<file path="src/rtl/turn_signal_sequencer.sv">
`default_nettype none
// turn_signal_sequencer - stalk/hazard conditioning, lamp arbitration, blink and comfort-blink generation
// Rev 1.0
module turn_signal_sequencer #(
  parameter int HALF_CYC       = 500000,
  parameter int DEBOUNCE_CYC   = 10000,
  parameter int SHORT_CYC      = 400000,
  parameter int COMFORT_BLINKS = 3
) (
  input  logic       clk,
  input  logic       rst,
  input  logic       sw_left,
  input  logic       sw_right,
  input  logic       sw_hazard,
  output logic       turn_left,
  output logic       turn_right,
  output logic       click,
  output logic [3:0] blink_cnt,
  output logic       hazard_active
);

  localparam int DB_W = (DEBOUNCE_CYC > 1) ? $clog2(DEBOUNCE_CYC) : 1;
  localparam int PH_W = (HALF_CYC > 1) ? $clog2(HALF_CYC) : 1;
  localparam int AC_W = $clog2(SHORT_CYC + 1);
  localparam logic [DB_W-1:0] DB_LAST  = DB_W'(DEBOUNCE_CYC - 1);
  localparam logic [PH_W-1:0] PH_LAST  = PH_W'(HALF_CYC - 1);
  localparam logic [AC_W-1:0] SHORT_AC = AC_W'(SHORT_CYC);
  localparam logic [3:0]      CB_MAX   = 4'((COMFORT_BLINKS > 15) ? 15 : COMFORT_BLINKS);

  typedef enum logic [2:0] {
    IDLE      = 3'd0,
    LEFT      = 3'd1,
    RIGHT     = 3'd2,
    HAZARD    = 3'd3,
    COMFORT_L = 3'd4,
    COMFORT_R = 3'd5
  } state_t;

  // bit 0 = left, bit 1 = right, bit 2 = hazard
  logic [2:0]      raw;
  logic [2:0]      sync1;
  logic [2:0]      sync2;
  logic [2:0]      deb;
  logic [DB_W-1:0] db_cnt [3];

  assign raw = {sw_hazard, sw_right, sw_left};

  always_ff @(posedge clk or negedge rst) begin
    if (!rst) begin
      sync1 <= '0;
      sync2 <= '0;
      deb   <= '0;
      for (int i = 0; i < 3; i++) db_cnt[i] <= '0;
    end else begin
      sync1 <= raw;
      sync2 <= sync1;
      for (int i = 0; i < 3; i++) begin
        if (sync2[i] == deb[i]) begin
          db_cnt[i] <= '0;
        end else if (db_cnt[i] == DB_LAST) begin
          db_cnt[i] <= '0;
          deb[i]    <= sync2[i];
        end else begin
          db_cnt[i] <= db_cnt[i] + 1'b1;
        end
      end
    end
  end

  logic req_h, req_l, req_r;
  assign req_h = deb[2];
  assign req_l = deb[0] & ~deb[1];
  assign req_r = deb[1] & ~deb[0];

  state_t          state, state_nxt;
  logic [PH_W-1:0] phase_cnt, phase_cnt_nxt;
  logic            phase_on, phase_on_nxt;
  logic [3:0]      blink_nxt;
  logic [AC_W-1:0] active_cnt, active_nxt;
  logic            left_nxt, right_nxt;
  logic            wrap, comfort_done, keep, restart;
  logic            prev_left, prev_right;

  assign wrap         = (phase_cnt == PH_LAST);
  assign comfort_done = (blink_cnt >= CB_MAX) && (!phase_on || wrap);

  always_ff @(posedge clk or negedge rst) begin
    if (!rst) state <= IDLE;
    else      state <= state_nxt;
  end

  always_comb begin
    state_nxt = state;
    case (state)
      IDLE: begin
        if (req_h)      state_nxt = HAZARD;
        else if (req_l) state_nxt = LEFT;
        else if (req_r) state_nxt = RIGHT;
      end
      LEFT: begin
        if (req_h)       state_nxt = HAZARD;
        else if (req_r)  state_nxt = RIGHT;
        else if (!req_l) state_nxt = (active_cnt < SHORT_AC) ? COMFORT_L : IDLE;
      end
      RIGHT: begin
        if (req_h)       state_nxt = HAZARD;
        else if (req_l)  state_nxt = LEFT;
        else if (!req_r) state_nxt = (active_cnt < SHORT_AC) ? COMFORT_R : IDLE;
      end
      COMFORT_L: begin
        if (req_h)             state_nxt = HAZARD;
        else if (req_r)        state_nxt = RIGHT;
        else if (req_l)        state_nxt = LEFT;
        else if (comfort_done) state_nxt = IDLE;
      end
      COMFORT_R: begin
        if (req_h)             state_nxt = HAZARD;
        else if (req_l)        state_nxt = LEFT;
        else if (req_r)        state_nxt = RIGHT;
        else if (comfort_done) state_nxt = IDLE;
      end
      HAZARD: begin
        if (!req_h) begin
          if (req_l)      state_nxt = LEFT;
          else if (req_r) state_nxt = RIGHT;
          else            state_nxt = IDLE;
        end
      end
      default: state_nxt = IDLE;
    endcase

    // Moving between a direction and its comfort state keeps the blink running
    keep = (state == state_nxt)
        || (state == LEFT      && state_nxt == COMFORT_L)
        || (state == COMFORT_L && state_nxt == LEFT)
        || (state == RIGHT     && state_nxt == COMFORT_R)
        || (state == COMFORT_R && state_nxt == RIGHT);
    restart = !keep && (state_nxt inside {LEFT, RIGHT, HAZARD});

    phase_cnt_nxt = wrap ? '0 : phase_cnt + 1'b1;
    phase_on_nxt  = phase_on ^ wrap;
    blink_nxt     = (wrap && !phase_on && blink_cnt != 4'd15) ? blink_cnt + 4'd1 : blink_cnt;
    active_nxt    = active_cnt;

    if (state_nxt == IDLE) begin
      phase_cnt_nxt = '0;
      phase_on_nxt  = 1'b0;
      blink_nxt     = 4'd0;
      active_nxt    = '0;
    end else if (restart) begin
      phase_cnt_nxt = '0;
      phase_on_nxt  = 1'b1;
      blink_nxt     = 4'd1;
      active_nxt    = '0;
    end else if ((state_nxt inside {LEFT, RIGHT}) && active_cnt != SHORT_AC) begin
      active_nxt = active_cnt + 1'b1;
    end

    left_nxt  = phase_on_nxt && (state_nxt inside {LEFT, COMFORT_L, HAZARD});
    right_nxt = phase_on_nxt && (state_nxt inside {RIGHT, COMFORT_R, HAZARD});
  end

  always_ff @(posedge clk or negedge rst) begin
    if (!rst) begin
      phase_cnt  <= '0;
      phase_on   <= 1'b0;
      blink_cnt  <= 4'd0;
      active_cnt <= '0;
      turn_left  <= 1'b0;
      turn_right <= 1'b0;
      prev_left  <= 1'b0;
      prev_right <= 1'b0;
      click      <= 1'b0;
    end else begin
      phase_cnt  <= phase_cnt_nxt;
      phase_on   <= phase_on_nxt;
      blink_cnt  <= blink_nxt;
      active_cnt <= active_nxt;
      turn_left  <= left_nxt;
      turn_right <= right_nxt;
      prev_left  <= turn_left;
      prev_right <= turn_right;
      click      <= (turn_left != prev_left) || (turn_right != prev_right);
    end
  end

  assign hazard_active = (state == HAZARD);

endmodule
`default_nettype wire

</file>
<file path="config.mk">
export PLATFORM = sky130hd
export DESIGN_NAME = turn_signal_sequencer
export DESIGN_NICKNAME = d
export VERILOG_FILES = /design/src/rtl/turn_signal_sequencer.sv
export SDC_FILE = /design/constraint.sdc
export NUM_CORES = 1
export LEC_CHECK = 0
export BUFFER_PORTS_ARGS = -buffer_cell sky130_fd_sc_hd__buf_2
export CORE_UTILIZATION = 50
export CTS_BUF_LIST = sky130_fd_sc_hd__clkbuf_4
export CTS_CLUSTER_SIZE = 28
export DETAILED_ROUTE_END_ITERATION = 10
export PLACE_DENSITY_LB_ADDON = 0.15
export SYNTH_ARGS = -nofsm -noshare
export SYNTH_HDL_FRONTEND = slang
export SYNTH_SLANG_ARGS = --single-unit
</file>
<file path="constraint.sdc">
create_clock -name clk -period 9.51 [get_ports clk]
set_clock_uncertainty 0.1 [all_clocks]
set_input_delay 0.951 -clock clk [delete_from_list [all_inputs] [get_ports clk]]
set_output_delay 0.951 -clock clk [all_outputs]
set_load 0.05 [all_outputs]
</file>
==> impl_metrics.py, run 1 <==
metrics = {
    "run_status": {
        "status": "finished clean",
    },
    "clocking": {
        "cts.sinks": 102,
        "htreeDepth": 3,
        "cts_resized": 0,
        "root_buffer": "clkbuf_4",
        "clk_pin_slew_ns": 0.16,
        "hold_buffers": 0,
        "insertion_delay_ns": 0.50,
        "cts_tree": "built",
        "clockBufferDepth": 2,
        "cts_setup_buffers": 0,
        "cts_buffers": 9,
    },
    "timing": {
        "fin_crit_sh_pct": 50.05,
        "setup_viol": 0,
        "tightest_slew_ns": 0.9837,
        "fmax_ghz": 0.2101,
        "drv_slew": 0,
        "hold_slack_ns": 0.2677,
        "period_needed_ns": 4.760,
        "tns_ns": 0,
        "fin_ws_ns": 4.750,
        "rsz0062_at_grt": "no",
        "hold_viol": 0,
        "max_slew_margin_pct": 34.30,
    },
    "yosys": {
        "synth_seq_area_share_pct": 47.40,
        "yosys_warnings": 0,
        "ys_seq_elements": 102,
        "synthArstFlopShare_pct": 100.0,
        "ys_dominant_reg_cell": "dfrtp_1",
        "synth_top_area_share_pct": 47.40,
        "synth_area_leader_cell": "dfrtp_1",
        "syn-instance-count": 565,
        "yosysUniqueCellTypes": 64,
        "synth.most_common_cell": "dfrtp_1",
        "netlist_area_um2": 5385,
        "synth.area.top_cells": "dfrtp_1 (47%), nor2_1 (4.9%), xor2_1 (4.6%), xnor2_1 (4.4%), nand3_1 (4.1%)",
        "synthTopCellsByCount": "dfrtp_1 (102), nor2_1 (71), nand2_1 (45)",
        "syn_nets": 579,
        "avgSynthCellArea_um2": 9.531,
        "synth_edf_count": 0,
    },
    "routing": {
        "wirelength_um": 10580,
        "dr.pass1.iters": 5,
        "vias": 4085,
        "antenna_left": 0,
        "routedWlPerCell_um": 14.90,
        "viasPerCell": 5.754,
        "drt_iter0_drc": 256,
        "drc": 0,
    },
    "setup_path": {
        "cp_slowest_stage_delay_ns": 0.77,
        "crit_chain": "ha_1 -> nand4_1 -> or4_1 -> ha_1 -> o2111a_1 -> a211oi_2 -> clkinv_2 -> nor2_1 -> o221a_4 -> o21ba_2",
        "reg2reg_depth": 10,
        "reg2reg_to": "active_cnt[11]",
        "crit_cells": 10,
        "crit_type": "reg -> reg",
        "path_max_fanout": 41,
        "rr_startpoint": "phase_cnt[0]",
        "r2r_setup_slack_ns": 4.75,
        "cp-start-kind": "flip-flop",
        "worstSetupStartpoint": "phase_cnt[0]",
        "cpLargestDelayFamily": "compound AO/OA/AOI/OAI gates",
        "cp.required_ns": 9.81,
        "cpMostUsedCell": "ha_1",
        "critPathSlowestCell": "a211oi_2",
        "critPathCapture": "active_cnt[11]",
        "crit_buf_inv": 1,
        "cp.arrival_ns": 5.06,
        "cp-end-kind": "flip-flop",
    },
    "grt": {
        "grt-ovfl-total": 0,
        "grt_pass1_vias": 3937,
        "grt_max_degree": 60,
        "grt.total_usage_pct": 20.63,
        "antenna_found_initial": 0,
        "grt_first_pass_wirelength_um": 18470,
    },
    "final_layout": {
        "num_antenna_cells": 0,
        "drive_gt1_share_pct": 9.059,
        "area_delta_synth_final_pct": 4.995,
        "design_area_um2": 5654,
        "multi_input_area_um2": 2674,
        "stdcell_count": 710,
        "n_fill_cell": 939,
        "final_nets": 583,
        "utilization_pct": 54.52,
        "regArea_um2": 2552,
    },
    "floorplan": {
        "initial_core_util_pct": 51.93,
        "die_h_um": 105.8,
        "dieArea_um2": 11190,
        "fp.dieW_um": 105.8,
        "core-area_um2": 10370,
        "rows": 37,
        "io_pins": 13,
    },
    "place": {
        "dpl_cell_area_um2": 5532,
        "io_buffers": 12,
        "dp_hpwl_um": 7213,
        "place_ws_ns": 4.865,
        "place.gp.congestion": 0.8889,
        "dp_cells": 694,
    },
    "worst_hold_path": {
        "worstHoldPathCells": 0,
        "min_path_type": "reg -> reg",
    },
    "power_and_ir_drop": {
        "worst_ir_drop_vdd_mv": 0.08780,
        "power.leakage_nw": 2.327,
        "pwr_density_cell_nw_per_um2": 119.1,
        "finalPower_mw": 0.6737,
    },
    "flow_run": {
        "maxCapViolations": 0,
    },
}
## cells in the final DEF, fill, tap and decap left out, types with 9 or more instances in the layout
master / instances
clkbuf_4: 9
a21oi_1: 23
dfrtp_1: 102
or3_1: 9
nand4_1: 12
xor2_1: 28
nor2_1: 71
inv_1: 14
o21ai_0: 11
and3_1: 20
buf_2: 11
ha_1: 9
nor3_1: 30
nand2_1: 45
xnor2_1: 27
nand3_1: 44
## logic make-up after synthesis
| group | synth area share (%) |
|---|---|
| flip-flops | 47.40 |
| buffers and inverters | 2.950 |
| AND/OR/NAND/NOR | 25.42 |
| adder cells (fa/ha/maj) | 2.091 |
| multiplexers | 0.8132 |
| XOR/XNOR | 8.945 |
| AO/OA/AOI/OAI | 12.38 |
## area by class of cell
type / instances / share of cell area (%)
Multi-Input combinational cell: 426 / 47.29
Clock buffer: 9 / 1.195
Inverter: 17 / 1.151
Tap cell: 136 / 3.010
Sequential cell: 102 / 45.14
Clock inverter: 7 / 0.9737
Timing Repair Buffer: 13 / 1.239
## report_power, final
group,total (mW),internal (mW),switching [mW]
clock network,0.216,0.0576,0.158
logic,0.0171,0.00410,0.0130
registers,0.441,0.438,0.00247
## state kept, by name (all words and copies together) (netlist names)
| register | flops |
|---|---|
| active_cnt | 19 |
| blink_cnt | 4 |
| click | 1 |
| db_cnt | 42 |
| deb | 3 |
| phase_cnt | 19 |
| phase_on | 1 |
| prev_left | 1 |
| prev_right | 1 |
| state | 3 |
| sync1 | 3 |
| sync2 | 3 |
| turn_left | 1 |
| turn_right | 1 |
## metal layers
layer	global-route usage, %	share of wire (%)	up-vias
li1	-	-	2025
met1	27.59	48	1968
met2	32.17	46	78
met3	5.999	4.5	14
met4	6.746	1.6	0
met5	0	0	-
## worst register-to-register path, stage by stage, from the launching register on
cell	delay [ns]
dfrtp_1	0.44
ha_1	0.24
nand4_1	0.26
or4_1	0.66
ha_1	0.26
o2111a_1	0.28
a211oi_2	0.77
clkinv_2	0.47
nor2_1	0.33
o221a_4	0.59
o21ba_2	0.26
## how the worst min path moves through the flow
stage / startpoint / to / slack (ns)
after CTS: sync1[1] / sync2[1] / 0.27
after global routing: sync1[1] / sync2[1] / 0.29
after floorplan: sync1[0] / sync2[0] / 0.23
after global placement: sync1[1] / sync2[1] / 0.24
after detailed placement: sync1[1] / sync2[1] / 0.23
final: sync1[1] / sync2[1] / 0.27
No activity file was read; power rests on OpenSTA's default activity.
==> inputs of run 2 (changes only) <==
Clock period 9.51 ns to 4.2 ns, I/O delays scaled along.
==> impl_metrics.py, run 2 (synthesis results as in run 1) <==
metrics = {
    "run_status": {
        "status": "finished clean",
    },
    "grt": {
        "grt-ovfl-total": 0,
        "grt.total_usage_pct": 21.63,
        "grt_max_degree": 52,
        "grt_pass1_vias": 4063,
        "antenna_found_initial": 1,
        "grt_first_pass_wirelength_um": 19230,
    },
    "routing": {
        "m1WireLength_um": 5251,
        "routedWlPerCell_um": 15.31,
        "antenna_left": 0,
        "viasPerCell": 5.863,
        "drt_iter0_drc": 337,
        "vias": 4204,
        "top_layer_used": "met4",
        "wirelength_um": 10980,
        "wl_met2_um": 5123,
        "dr_wl_met3_um": 477,
        "dr.pass1.iters": 6,
        "drc": 0,
    },
    "place": {
        "io_buffers": 12,
        "place.gp.congestion": 0.8908,
        "dp_hpwl_um": 7514,
    },
    "floorplan": {
        "rows": 37,
        "core-area_um2": 10370,
        "io_pins": 13,
        "die_h_um": 105.8,
        "dieArea_um2": 11190,
        "initial_core_util_pct": 51.93,
        "fp.dieW_um": 105.8,
    },
    "timing": {
        "drv_slew": 0,
        "period_needed_ns": 3.954,
        "tightest_slew_ns": 0.7812,
        "setup_viol": 0,
        "hold_viol": 0,
        "fin_crit_sh_pct": 94.13,
        "tns_ns": 0,
        "max_slew_margin_pct": 47.52,
        "rsz0062_at_grt": "no",
        "fmax_ghz": 0.2529,
    },
    "flow_run": {
        "maxCapViolations": 0,
    },
    "clocking": {
        "root_buffer": "clkbuf_4",
        "insertion_delay_ns": 0.48,
        "cts_tree": "built",
        "htreeDepth": 3,
        "cts_buffers": 9,
        "clockBufferDepth": 2,
        "cts.sinks": 102,
        "clk_pin_slew_ns": 0.15,
    },
    "final_layout": {
        "drive_gt1_share_pct": 9.310,
        "largest_reg_flops": 42,
        "reg.largest.list": "db_cnt x42, active_cnt x19, phase_cnt x19",
        "utilization_pct": 55.02,
        "max_flop_register": "db_cnt",
        "final_nets": 589,
        "final_common_cell": "dfrtp_1",
        "layout.cells.most_common_list": "dfrtp_1 (102), nor2_1 (71), nand2_1 (45)",
        "n_fill_cell": 924,
        "area_delta_synth_final_pct": 5.948,
    },
    "setup_path": {
        "cp.required_ns": 4.47,
        "cp-end-kind": "flip-flop",
        "r2r_setup_slack_ns": 0.25,
        "critPathSlowestCell": "a2111oi_2",
        "cp-start-kind": "flip-flop",
        "reg2reg_depth": 9,
        "cpLargestDelayFamily": "compound AO/OA/AOI/OAI gates",
        "crit_buf_inv": 0,
        "cp_slowest_stage_delay_ns": 0.77,
        "reg2reg_to": "active_cnt[13]",
        "path_max_fanout": 7,
        "rr_startpoint": "phase_cnt[0]",
        "cp.arrival_ns": 4.23,
        "crit_type": "reg -> reg",
        "crit_chain": "ha_1 -> nand4_1 -> or4_1 -> ha_1 -> o21ai_0 -> o21ai_2 -> a2111oi_2 -> nor3_1 -> a2111oi_2",
    },
    "power_and_ir_drop": {
        "seqPwrFrac_pct": 66.1,
        "power.internal_mw": 1.141,
        "worst_ir_drop_vdd_mv": 0.1933,
        "finalPower_mw": 1.510,
        "pwr_density_cell_nw_per_um2": 264.7,
        "power.leakage_nw": 2.347,
        "switching_share_pct": 24.42,
        "pwr-share-clk_pct": 31.1,
        "power_frac_comb_pct": 2.8,
        "p_sw_mw": 0.3687,
    },
    "worst_hold_path": {
        "min_delay_worst_endpoint": "sync2[0]",
        "min_path_type": "reg -> reg",
        "min-delay-start": "sync1[0]",
        "worstHoldPathCells": 0,
    },
}
==> run 2: cell count changes in the layout (fill, tap and decap cells not counted), sizes merged <==
cell         previous run  this run
buf                    13        15
clkbuf                  9        11
clkinv                  5         4
clkinvlp                0         1
diode                   0         1
dlygate4sd3             0         4
inv                    19        17
==> run 2: per-stage QoR <==
step                instance area (um2)  setup WS, ns  hold WS, ns  cells
global placement                   5547        0.4445       0.2337    696
finish                             5705        0.2465       0.2750    717
detailed placement                 5547        0.3007       0.2373    696
floorplan                          5385        0.7906      0.02441    565
CTS                                5703        0.2613       0.2753    716
global route                       5705     0.0006009       0.2877    717
==> run 2: final cells by class <==
class | count | area, um2 | share of cell area [%]
Antenna cell | 1 | 2.502 | 0.04386
Clock buffer | 11 | 82.58 | 1.447
Clock inverter | 5 | 33.78 | 0.5921
Inverter | 17 | 65.06 | 1.140
Multi-Input combinational cell | 426 | 2674 | 46.86
Sequential cell | 102 | 2552 | 44.74
Tap cell | 136 | 170.2 | 2.982
Timing Repair Buffer | 19 | 125.1 | 2.193
==> run 2: layer usage <==
layer	up-vias	global-route usage (%)
met5	-	0
met4	0	6.944
met3	10	5.690
met2	97	34.41
met1	2047	28.79
li1	2050	-
==> run 2: how the worst max path moves through the flow <==
stage               cells after the start              to    startpoint
global route                            9  active_cnt[15]  phase_cnt[0]
global placement                        9  active_cnt[13]  phase_cnt[0]
floorplan                              11   phase_cnt[13]  phase_cnt[0]
CTS                                     9  active_cnt[15]  phase_cnt[0]
finish                                  9  active_cnt[13]  phase_cnt[0]
detailed placement                      9  active_cnt[15]  phase_cnt[0]
==> run 2: timing repair <==
item,4_1_cts,5_1_grt
hold buffers,4,0
hold endpoints to repair,52,0
gates resized for setup,0,0
buffers inserted,0,0
==> run 2: power by group through the flow <==
| stage | registers [mW] | logic (mW) | clock network, mW |
|---|---|---|---|
| floorplan | 1.02 | 0.0150 | 0 |
| CTS | 0.998 | 0.0457 | 0.496 |
| global placement | 1.02 | 0.0410 | 0 |
| global route | 1.00 | 0.0508 | 0.530 |
| detailed placement | 1.02 | 0.0426 | 0 |
| finish | 0.998 | 0.0428 | 0.469 |
